<file path="src/rtl/ram_cmd_if.sv">
// Bundle of signals between ram_cmd_master, its requester and the RAM slave:
// request port, command stream to RAM din/rx_valid, RAM read-back and response.
interface ram_cmd_if #(
   parameter int ADDR_WIDTH = 8,
   parameter int DATA_WIDTH = 8
);
   logic                  req_valid;
   logic                  req_ready;
   logic                  req_write;
   logic [ADDR_WIDTH-1:0] req_addr;
   logic [DATA_WIDTH-1:0] req_wdata;
   logic [ADDR_WIDTH+1:0] cmd_din;
   logic                  cmd_valid;
   logic [DATA_WIDTH-1:0] ram_dout;
   logic                  ram_tx_valid;
   logic                  rsp_valid;
   logic [DATA_WIDTH-1:0] rsp_rdata;
   logic                  rsp_err;

   modport master (
      input  req_valid, req_write, req_addr, req_wdata, ram_dout, ram_tx_valid,
      output req_ready, cmd_din, cmd_valid, rsp_valid, rsp_rdata, rsp_err
   );

   modport slave (
      output req_valid, req_write, req_addr, req_wdata, ram_dout, ram_tx_valid,
      input  req_ready, cmd_din, cmd_valid, rsp_valid, rsp_rdata, rsp_err
   );
endinterface

</file>
<file path="src/rtl/ram_cmd_master.sv">
// Serialises single read/write requests into the two-word RAM command sequence
// (address word, then data or read-trigger word) and returns read data or a timeout.
module ram_cmd_master #(
   parameter int ADDR_WIDTH     = 8,
   parameter int DATA_WIDTH     = 8,
   parameter int GAP_CYCLES     = 1,
   parameter int TIMEOUT_CYCLES = 16
) (
   input  logic       clk,
   input  logic       rst,
   ram_cmd_if.master  bus
);

   localparam int CMD_WIDTH = ADDR_WIDTH + 2;
   localparam logic [15:0] GAP_LAST = 16'(GAP_CYCLES - 1);
   localparam logic [15:0] TO_LAST  = 16'(TIMEOUT_CYCLES - 1);

   typedef enum logic [2:0] {
      IDLE,
      ADDR,
      GAP,
      DATA,
      WAIT_RD,
      RESP
   } state_t;

   state_t                state;
   logic                  write_q;
   logic [DATA_WIDTH-1:0] wdata_q;
   logic [15:0]           cnt;
   logic [CMD_WIDTH-1:0]  data_word;

   // Second command word: write data for writes, an all-zero read trigger for reads.
   assign data_word = write_q ? {2'b01, wdata_q} : {2'b11, {ADDR_WIDTH{1'b0}}};

   // Outputs are loaded on the edge that enters each state, so they are registered
   // and already valid in the first cycle of that state.
   always_ff @(posedge clk) begin
      if (rst) begin
         state         <= IDLE;
         bus.req_ready <= 1'b1;
         bus.cmd_din   <= '0;
         bus.cmd_valid <= 1'b0;
         bus.rsp_valid <= 1'b0;
         bus.rsp_rdata <= '0;
         bus.rsp_err   <= 1'b0;
         write_q       <= 1'b0;
         wdata_q       <= '0;
         cnt           <= '0;
      end else begin
         bus.cmd_valid <= 1'b0;
         bus.rsp_valid <= 1'b0;
         case (state)
            IDLE: begin
               if (bus.req_valid && bus.req_ready) begin
                  write_q       <= bus.req_write;
                  wdata_q       <= bus.req_wdata;
                  bus.cmd_din   <= {(bus.req_write ? 2'b00 : 2'b10), bus.req_addr};
                  bus.cmd_valid <= 1'b1;
                  bus.req_ready <= 1'b0;
                  state         <= ADDR;
               end
            end
            ADDR: begin
               if (GAP_CYCLES > 0) begin
                  cnt   <= '0;
                  state <= GAP;
               end else begin
                  bus.cmd_din   <= data_word;
                  bus.cmd_valid <= 1'b1;
                  state         <= DATA;
               end
            end
            GAP: begin
               if (cnt == GAP_LAST) begin
                  bus.cmd_din   <= data_word;
                  bus.cmd_valid <= 1'b1;
                  state         <= DATA;
               end else begin
                  cnt <= cnt + 16'd1;
               end
            end
            DATA: begin
               if (write_q) begin
                  bus.rsp_valid <= 1'b1;
                  bus.rsp_rdata <= '0;
                  bus.rsp_err   <= 1'b0;
                  state         <= RESP;
               end else begin
                  cnt   <= '0;
                  state <= WAIT_RD;
               end
            end
            // Returned data takes priority over a timeout falling in the same cycle.
            WAIT_RD: begin
               if (bus.ram_tx_valid) begin
                  bus.rsp_valid <= 1'b1;
                  bus.rsp_rdata <= bus.ram_dout;
                  bus.rsp_err   <= 1'b0;
                  state         <= RESP;
               end else if (cnt == TO_LAST) begin
                  bus.rsp_valid <= 1'b1;
                  bus.rsp_rdata <= '0;
                  bus.rsp_err   <= 1'b1;
                  state         <= RESP;
               end else begin
                  cnt <= cnt + 16'd1;
               end
            end
            RESP: begin
               bus.req_ready <= 1'b1;
               state         <= IDLE;
            end
            default: begin
               bus.req_ready <= 1'b1;
               state         <= IDLE;
            end
         endcase
      end
   end

endmodule

</file>
<file path="src/flat_wrapper.sv">
// flat-port wrapper written by rule: the top's interface ports become plain ports
module ram_cmd_master_flat 
#(
   parameter int ADDR_WIDTH     = 8,
   parameter int DATA_WIDTH     = 8,
   parameter int GAP_CYCLES     = 1,
   parameter int TIMEOUT_CYCLES = 16
)
  (clk, rst, bus_req_valid, bus_req_write, bus_req_addr, bus_req_wdata, bus_ram_dout, bus_ram_tx_valid, bus_req_ready, bus_cmd_din, bus_cmd_valid, bus_rsp_valid, bus_rsp_rdata, bus_rsp_err);
  ram_cmd_if #(.ADDR_WIDTH(ADDR_WIDTH), .DATA_WIDTH(DATA_WIDTH)) bus_i ();
  input  logic clk;
  input  logic rst;
  input wire logic [$bits(bus_i.req_valid)-1:0] bus_req_valid;
  input wire logic [$bits(bus_i.req_write)-1:0] bus_req_write;
  input wire logic [$bits(bus_i.req_addr)-1:0] bus_req_addr;
  input wire logic [$bits(bus_i.req_wdata)-1:0] bus_req_wdata;
  input wire logic [$bits(bus_i.ram_dout)-1:0] bus_ram_dout;
  input wire logic [$bits(bus_i.ram_tx_valid)-1:0] bus_ram_tx_valid;
  output wire logic [$bits(bus_i.req_ready)-1:0] bus_req_ready;
  output wire logic [$bits(bus_i.cmd_din)-1:0] bus_cmd_din;
  output wire logic [$bits(bus_i.cmd_valid)-1:0] bus_cmd_valid;
  output wire logic [$bits(bus_i.rsp_valid)-1:0] bus_rsp_valid;
  output wire logic [$bits(bus_i.rsp_rdata)-1:0] bus_rsp_rdata;
  output wire logic [$bits(bus_i.rsp_err)-1:0] bus_rsp_err;
  assign bus_i.req_valid = bus_req_valid;
  assign bus_i.req_write = bus_req_write;
  assign bus_i.req_addr = bus_req_addr;
  assign bus_i.req_wdata = bus_req_wdata;
  assign bus_i.ram_dout = bus_ram_dout;
  assign bus_i.ram_tx_valid = bus_ram_tx_valid;
  assign bus_req_ready = bus_i.req_ready;
  assign bus_cmd_din = bus_i.cmd_din;
  assign bus_cmd_valid = bus_i.cmd_valid;
  assign bus_rsp_valid = bus_i.rsp_valid;
  assign bus_rsp_rdata = bus_i.rsp_rdata;
  assign bus_rsp_err = bus_i.rsp_err;
  ram_cmd_master #(.ADDR_WIDTH(ADDR_WIDTH), .DATA_WIDTH(DATA_WIDTH), .GAP_CYCLES(GAP_CYCLES), .TIMEOUT_CYCLES(TIMEOUT_CYCLES)) u_core (.clk(clk), .rst(rst), .bus(bus_i));
endmodule
</file>
<file path="config.mk">
export PLATFORM = sky130hd
export DESIGN_NAME = ram_cmd_master_flat
export DESIGN_NICKNAME = d
export VERILOG_FILES = /design/src/rtl/ram_cmd_if.sv /design/src/rtl/ram_cmd_master.sv /design/src/flat_wrapper.sv
export SDC_FILE = /design/constraint.sdc
export NUM_CORES = 1
export LEC_CHECK = 0
export CORE_UTILIZATION = 45
export CTS_BUF_LIST = sky130_fd_sc_hd__clkbuf_4 sky130_fd_sc_hd__clkbuf_8
export CTS_CLUSTER_DIAMETER = 80
export DETAILED_ROUTE_END_ITERATION = 10
export PLACE_DENSITY = 0.72
export SETUP_SLACK_MARGIN = 0.02
export SYNTH_ARGS = -nofsm -noshare
export SYNTH_HDL_FRONTEND = slang
export SYNTH_SLANG_ARGS = --single-unit
</file>
<file path="constraint.sdc">
create_clock -name clk -period 2.62 [get_ports clk]
set_input_delay 0.786 -clock clk [delete_from_list [all_inputs] [get_ports clk]]
set_output_delay 0.786 -clock clk [all_outputs]
set_load 0.01 [all_outputs]
</file>
# [Yosys cells after proc, flatten, opt, wreduce, memory -nomap -nowiden]
# Index checks and enable logic that the tools add are counted.
[word_totals] input_bits=29 out_inout_bits=22 register_bits=50 word_cells=71
[op_classes] muxes=33 n_addsub=1 reduce_logical=13 eq_ne=13 bitwise=1
[op_table] cell="2-to-1 mux 16 bit" count=4
[op_table] cell="one-hot mux 16 bit (4 select lines)" count=1
[op_table] cell="2-to-1 mux 10 bit" count=3
[op_table] cell="2-to-1 mux 8 bit" count=3
[op_table] cell="one-hot mux 10 bit (2 select lines)" count=1
[op_table] cell="adder 16 x 1 -> 16 bit (second input constant)" count=1
[op_table] cell="equality test 16 x 4 -> 1 bit (second input constant)" count=1
[op_table] cell="logical NOT 16 bit" count=1
[op_table] cell="one-hot mux 8 bit (2 select lines)" count=1
[op_table] cell="one-hot mux 3 bit (5 select lines)" count=1
[op_table] cell="2-to-1 mux 3 bit" count=4
[op_table] cell="2-to-1 mux 1 bit" count=10
[op_table] cell="AND reduction 3 bit" count=3
[op_table] cell="!= test 2 bit (second input constant)" count=4
[op_table] cell="one-hot mux 1 bit (2 select lines)" count=4
[op_table] cell="equality test 3 x 2 -> 1 bit (second input constant)" count=2
[op_table] cell="!= test 2 x 1 -> 1 bit (second input constant)" count=3
[op_table] cell="AND reduction 5 bit" count=1
[op_table] cell="AND reduction 2 bit" count=2
[op_table] cell="nonzero test 2 bit" count=2
[op_table] cell="nonzero test 4 bit" count=1
[op_table] cell="OR reduction 4 bit" count=1
[op_table] cell="equality test 3 x 1 -> 1 bit (second input constant)" count=1
[op_table] cell="equality test 3 bit (second input constant)" count=1
[op_table] cell="5 further kinds" count=5

# [Longest topological paths before layout]
# Gate-level depths: netlist (run 1).
[depth] ltp_word=4 ltp_mapped=8

# [Worst setup path after synthesis (run 1)]
# Ideal clock, no wire load.
[synth_path] path_kind="input -> register" startpoint="in bus_req_valid" endpoint="reg u_core.wdata_q[0]" required_time_ps=2492 path_stages=5 n_path_buf=1 path_slack_ps=739 setup_ps=128 arrival_ps=1753 path_cell_list="nor4b_1 nand2_1 clkbuf_1 mux2i_1 nor2_1"
[synth_via] elab_chain_len=2
[synth_rtl] item="start: declaration" line="flat_wrapper.sv:13" text="input wire logic [$bits(bus_i.req_valid)-1:0] bus_req_valid;"
[synth_rtl] item="logical AND 1 bit" line="ram_cmd_master.sv:55" text="if (bus.req_valid && bus.req_ready) begin"
[synth_rtl] item="AND reduction 2 bit (no source line)"
[synth_rtl] item="end signal: assignment" line="ram_cmd_master.sv:57" text="wdata_q <= bus.req_wdata;"
[synth_rtl] item="end: declaration" line="ram_cmd_master.sv:29" text="logic [DATA_WIDTH-1:0] wdata_q;"
# No other way between the ends.
# A chain may end at the register's enable or synchronous reset.

# [Worst setup path in the final report (run 1)]
[layout_path] startpoint="reg u_core.cnt[11]" endpoint="reg u_core.cnt[13]"
[layout_via] elab_chain_len=4 elab_cells_between_ends=10
[layout_rtl] item="start: declaration" line="ram_cmd_master.sv:30" text="logic [15:0] cnt;"
[layout_rtl] item="start signal: assignment" line="ram_cmd_master.sv:80" text="cnt <= cnt + 16'd1;"
[layout_rtl] item="start signal: assignment" line="ram_cmd_master.sv:107" text="cnt <= cnt + 16'd1;"
[layout_rtl] item="adder 16 x 1 -> 16 bit" line="ram_cmd_master.sv:80, ram_cmd_master.sv:107"
[layout_rtl] item="2-to-1 mux 16 bit" line="ram_cmd_master.sv:101" text="end else if (cnt == TO_LAST) begin"
[layout_rtl] item="2-to-1 mux 16 bit" line="ram_cmd_master.sv:96" text="if (bus.ram_tx_valid) begin"
[layout_rtl] item="one-hot mux 16 bit (4 select lines)" line="ram_cmd_master.sv:53" text="case (state)"
# Several ways; a longest one is shown, not always the timed one. The select of a mux whose other input is x is not followed.

==> run_results.csv, run 1 <==
group,metric,value,unit
synthesis,synth_edf_count,0,
floorplan,fp.dieW,74.6,um
clock_tree,numClockSinks,50,
clock_tree,cts.htree.levels,2,
clock_tree,clock_path_buffers,2,
synthesis,synthesis.area,2370,um^2
placement,port_buffers,50,
clock_tree,cts_tree,"built",
layout,fillers,472,
critical_path,worstPathRequired,2820,ps
synthesis,ys.flop_type,"dfxtp_1",
min_path,min_path_type,"reg -> reg",
power_and_ir_drop,leakage,1.17,nW
synthesis,syn_avg_cell_area,8.82,um^2
power_and_ir_drop,powerDensity,588,nW/um^2
route,wl_per_cell,13.8,um
clock_tree,cts_resized,0,
route,ant_nets,0,
floorplan,core_region_area,5110,um^2
layout,regArea,1000,um^2
job,cap_violations,0,
critical_path,path_max_fanout,13,
layout,fin_util,58.9,%
critical_path,cp_top_family,"compound AO/OA/AOI/OAI gates",
placement,place_area,2910,um^2
power_and_ir_drop,ir_worst_vdd,0.254,mV
floorplan,die_area,5570,um^2
grt,grt_pass1_vias,1890,
sta,finClkSkew,5.62,ps
sta,fin_crit_sh,86.9,%
floorplan,fp.dieH,74.6,um
synthesis,async_flop_share,0,%
synthesis,ys_ff_latch,50,
floorplan,rows,26,
synthesis,syn-num-nets,300,
layout,layout-drive-gt1-share,8.89,%
critical_path,critical_path_buf_inv_count,0,
sta,setup_viol,0,
synthesis,ys_types,50,
clock_tree,clkTransAtPathRegs,90,ps
clock_tree,cts_buffers,5,
sta,fin_setup_tns,0,ps
sta,slew_violations,0,
sta,post-route-min-period,2280,ps
grt,grt_usage,20.3,%
route,drcViolationCount,0,
critical_path,crit_path_max_incr_delay,630,ps
synthesis,synth_top_area_share,42.2,%
critical_path,path_cells,"nor4_2 -> nand4_1 -> a22oi_2 -> nor3_1 -> a211o_1",
floorplan,initial_core_util,46.5,%
grt,grt_max_degree,26,
route,totalWireLength,5.33,mm
layout,multiInputGateArea,1240,um^2
grt,grt_pass1_wl,8.74,mm
placement,dp_hpwl,3.93,mm
critical_path,path_class,"reg -> reg",
route,vias,2154,
critical_path,worst_path_max_delay_cell,"a22oi_2",
synthesis,synth_most_common_cell,"dfxtp_1",
route,viasPerCell,5.59,
synthesis,synth_area_leaders,"dfxtp_1 (42%), nor2_1 (5.4%), mux2i_1 (4.2%), a211o_1 (3.3%), nand2_1 (3.3%)",
outcome,status,"finished clean",
sta,worstMarginPinSlew,721,ps
critical_path,end_kind,"flip-flop",
layout,n_antenna_cell,0,
route,dr.pass1.iters,4,
synthesis,synthCells,269,
clock_tree,clkLatencyLatePin,310,ps
layout,postLayoutCellArea,3010,um^2
synthesis,ys_seq_area_share,42.2,%
grt,antenna_found_initial,0,
sta,relSlewSlack,51.9,%
sta,final_hold_viol_count,0,
clock_tree,ctsHoldBuffers,0,
floorplan,io_pins,51,
placement,globalplace.congestion,0.797,
layout,area_delta_synth_final,26.7,%
critical_path,crit_path_start_kind,"flip-flop",
synthesis,ys_warn_count,0,
layout,fin_nets,345,
grt,overflow,0,
sta,rsz0062_at_grt,"false",
sta,fmax,439,MHz
synthesis,synth_common_cells,"dfxtp_1 (50), nor2_1 (34), nand2_1 (21), nand3_1 (15)",
clock_tree,cts_root_buf,"clkbuf_8",
clock_tree,post_cts.repair.setup_buffers,0,
synthesis,synth_area_leader_cell,"dfxtp_1",
route,dr.first_iter.drc_count,152,
critical_path,crit_arrival,2480,ps
## final cells by class
cell class / instances / share of cell area [%]
Clock buffer: 6 / 2.75
Clock inverter: 2 / 0.541
Inverter: 3 / 0.374
Multi-Input combinational cell: 195 / 41.3
Sequential cell: 50 / 33.3
Tap cell: 70 / 2.91
Timing Repair Buffer: 59 / 18.9
## layer usage
| metal | share of wire, % | track usage, % | vias to the layer above |
|---|---|---|---|
| met5 | 0 | 0 | - |
| li1 | - | - | 1094 |
| met2 | 44 | 31.2 | 64 |
| met4 | 1.3 | 5.66 | 0 |
| met1 | 49 | 28.9 | 988 |
| met3 | 5.6 | 4.28 | 8 |
## cells by family (layout without fill, tap and decap cells)
| family | Yosys count | count (layout) | synth area share [%] |
|---|---|---|---|
| adders and majority gates | 2 | 2 | 1.05 |
| and+or+nand+nor | 122 | 122 | 27.0 |
| xor gates and xnor gates | 1 | 1 | 0.369 |
| buffers and inverters | 24 | 70 | 5.53 |
| AOI/OAI and AO/OA | 60 | 60 | 19.6 |
| muxes | 10 | 10 | 4.22 |
| DFF | 50 | 50 | 42.2 |
## state kept, by name (all words and copies together) (netlist names)
register	count
u_core.state	3
u_core.bus.cmd_din	10
u_core.bus.req_ready	1
u_core.wdata_q	8
u_core.bus.rsp_valid	1
u_core.cnt	16
u_core.bus.rsp_rdata	8
u_core.bus.cmd_valid	1
u_core.write_q	1
u_core.bus.rsp_err	1
## where the power goes
group / total (W) / internal (W) / switching, W
clock: 0.000486 / 0.000218 / 0.000268
sequential: 0.000878 / 0.000823 / 0.0000544
combinational: 0.000406 / 0.000210 / 0.000196
## cell usage in the layout, fill, tap and decap left out, types with 3 or more instances in the layout
cell             synthesis  routed
a211o_1                  9       9
a211oi_1                 3       3
a21oi_1                  6       6
a22oi_1                  8       8
a311oi_1                 8       8
a31oi_1                  3       3
and3_1                   7       7
buf_4                    2       9
clkbuf_8                 0       6
clkdlybuf4s50_1          0      50
dfxtp_1                 50      50
mux2i_1                 10      10
nand2_1                 21      21
nand2b_1                 3       3
nand3_1                 15      15
nand4_1                  6       6
nor2_1                  34      34
nor3_1                   6       6
nor4_1                  10      10
nor4_2                   3       3
nor4b_1                  3       3
o21a_1                   3       3
o21ai_0                  4       4
## worst min-delay path: cells and delay by family, from the launching register on
| kind | cells | cell delay [ps] |
|---|---|---|
| flops | 1 | 320 |
| compound gates | 2 | 130 |
## metrics by stage
step                      total power, W  setup slack, ps  hold slack [ps]  cells
after floorplan                  0.00112              739              463    269
after global placement           0.00130              197              469    377
after detailed placement         0.00130              104              480    377
after CTS                        0.00178              353              502    385
after global routing             0.00187              215              521    385
final                            0.00177              343              494    385
## worst paths after layout
kind,from,endpoint,slack [ps],cells past startpoint
hold / removal,u_core.bus.rsp_err$_SDFFE_PP0P_,u_core.bus.rsp_err$_SDFFE_PP0P_,490,2
setup reg to reg,u_core.cnt[11]$_SDFFE_PP0P_,u_core.cnt[13]$_SDFFE_PP0P_,340,5
setup / recovery,u_core.cnt[11]$_SDFFE_PP0P_,u_core.cnt[13]$_SDFFE_PP0P_,340,5
hold reg to reg,u_core.bus.rsp_err$_SDFFE_PP0P_,u_core.bus.rsp_err$_SDFFE_PP0P_,490,2
Power figures use the tool's default switching activity.
==> run 2, diff against run 1 <==
--- a/config.mk
+++ b/config.mk
@@ -14,3 +14,4 @@
 export SYNTH_ARGS = -nofsm -noshare
 export SYNTH_HDL_FRONTEND = slang
 export SYNTH_SLANG_ARGS = --single-unit
+export TNS_END_PERCENT = 50
==> results of run 2 <==
The final DEF is identical to that of run 1; final timing and power are the same.
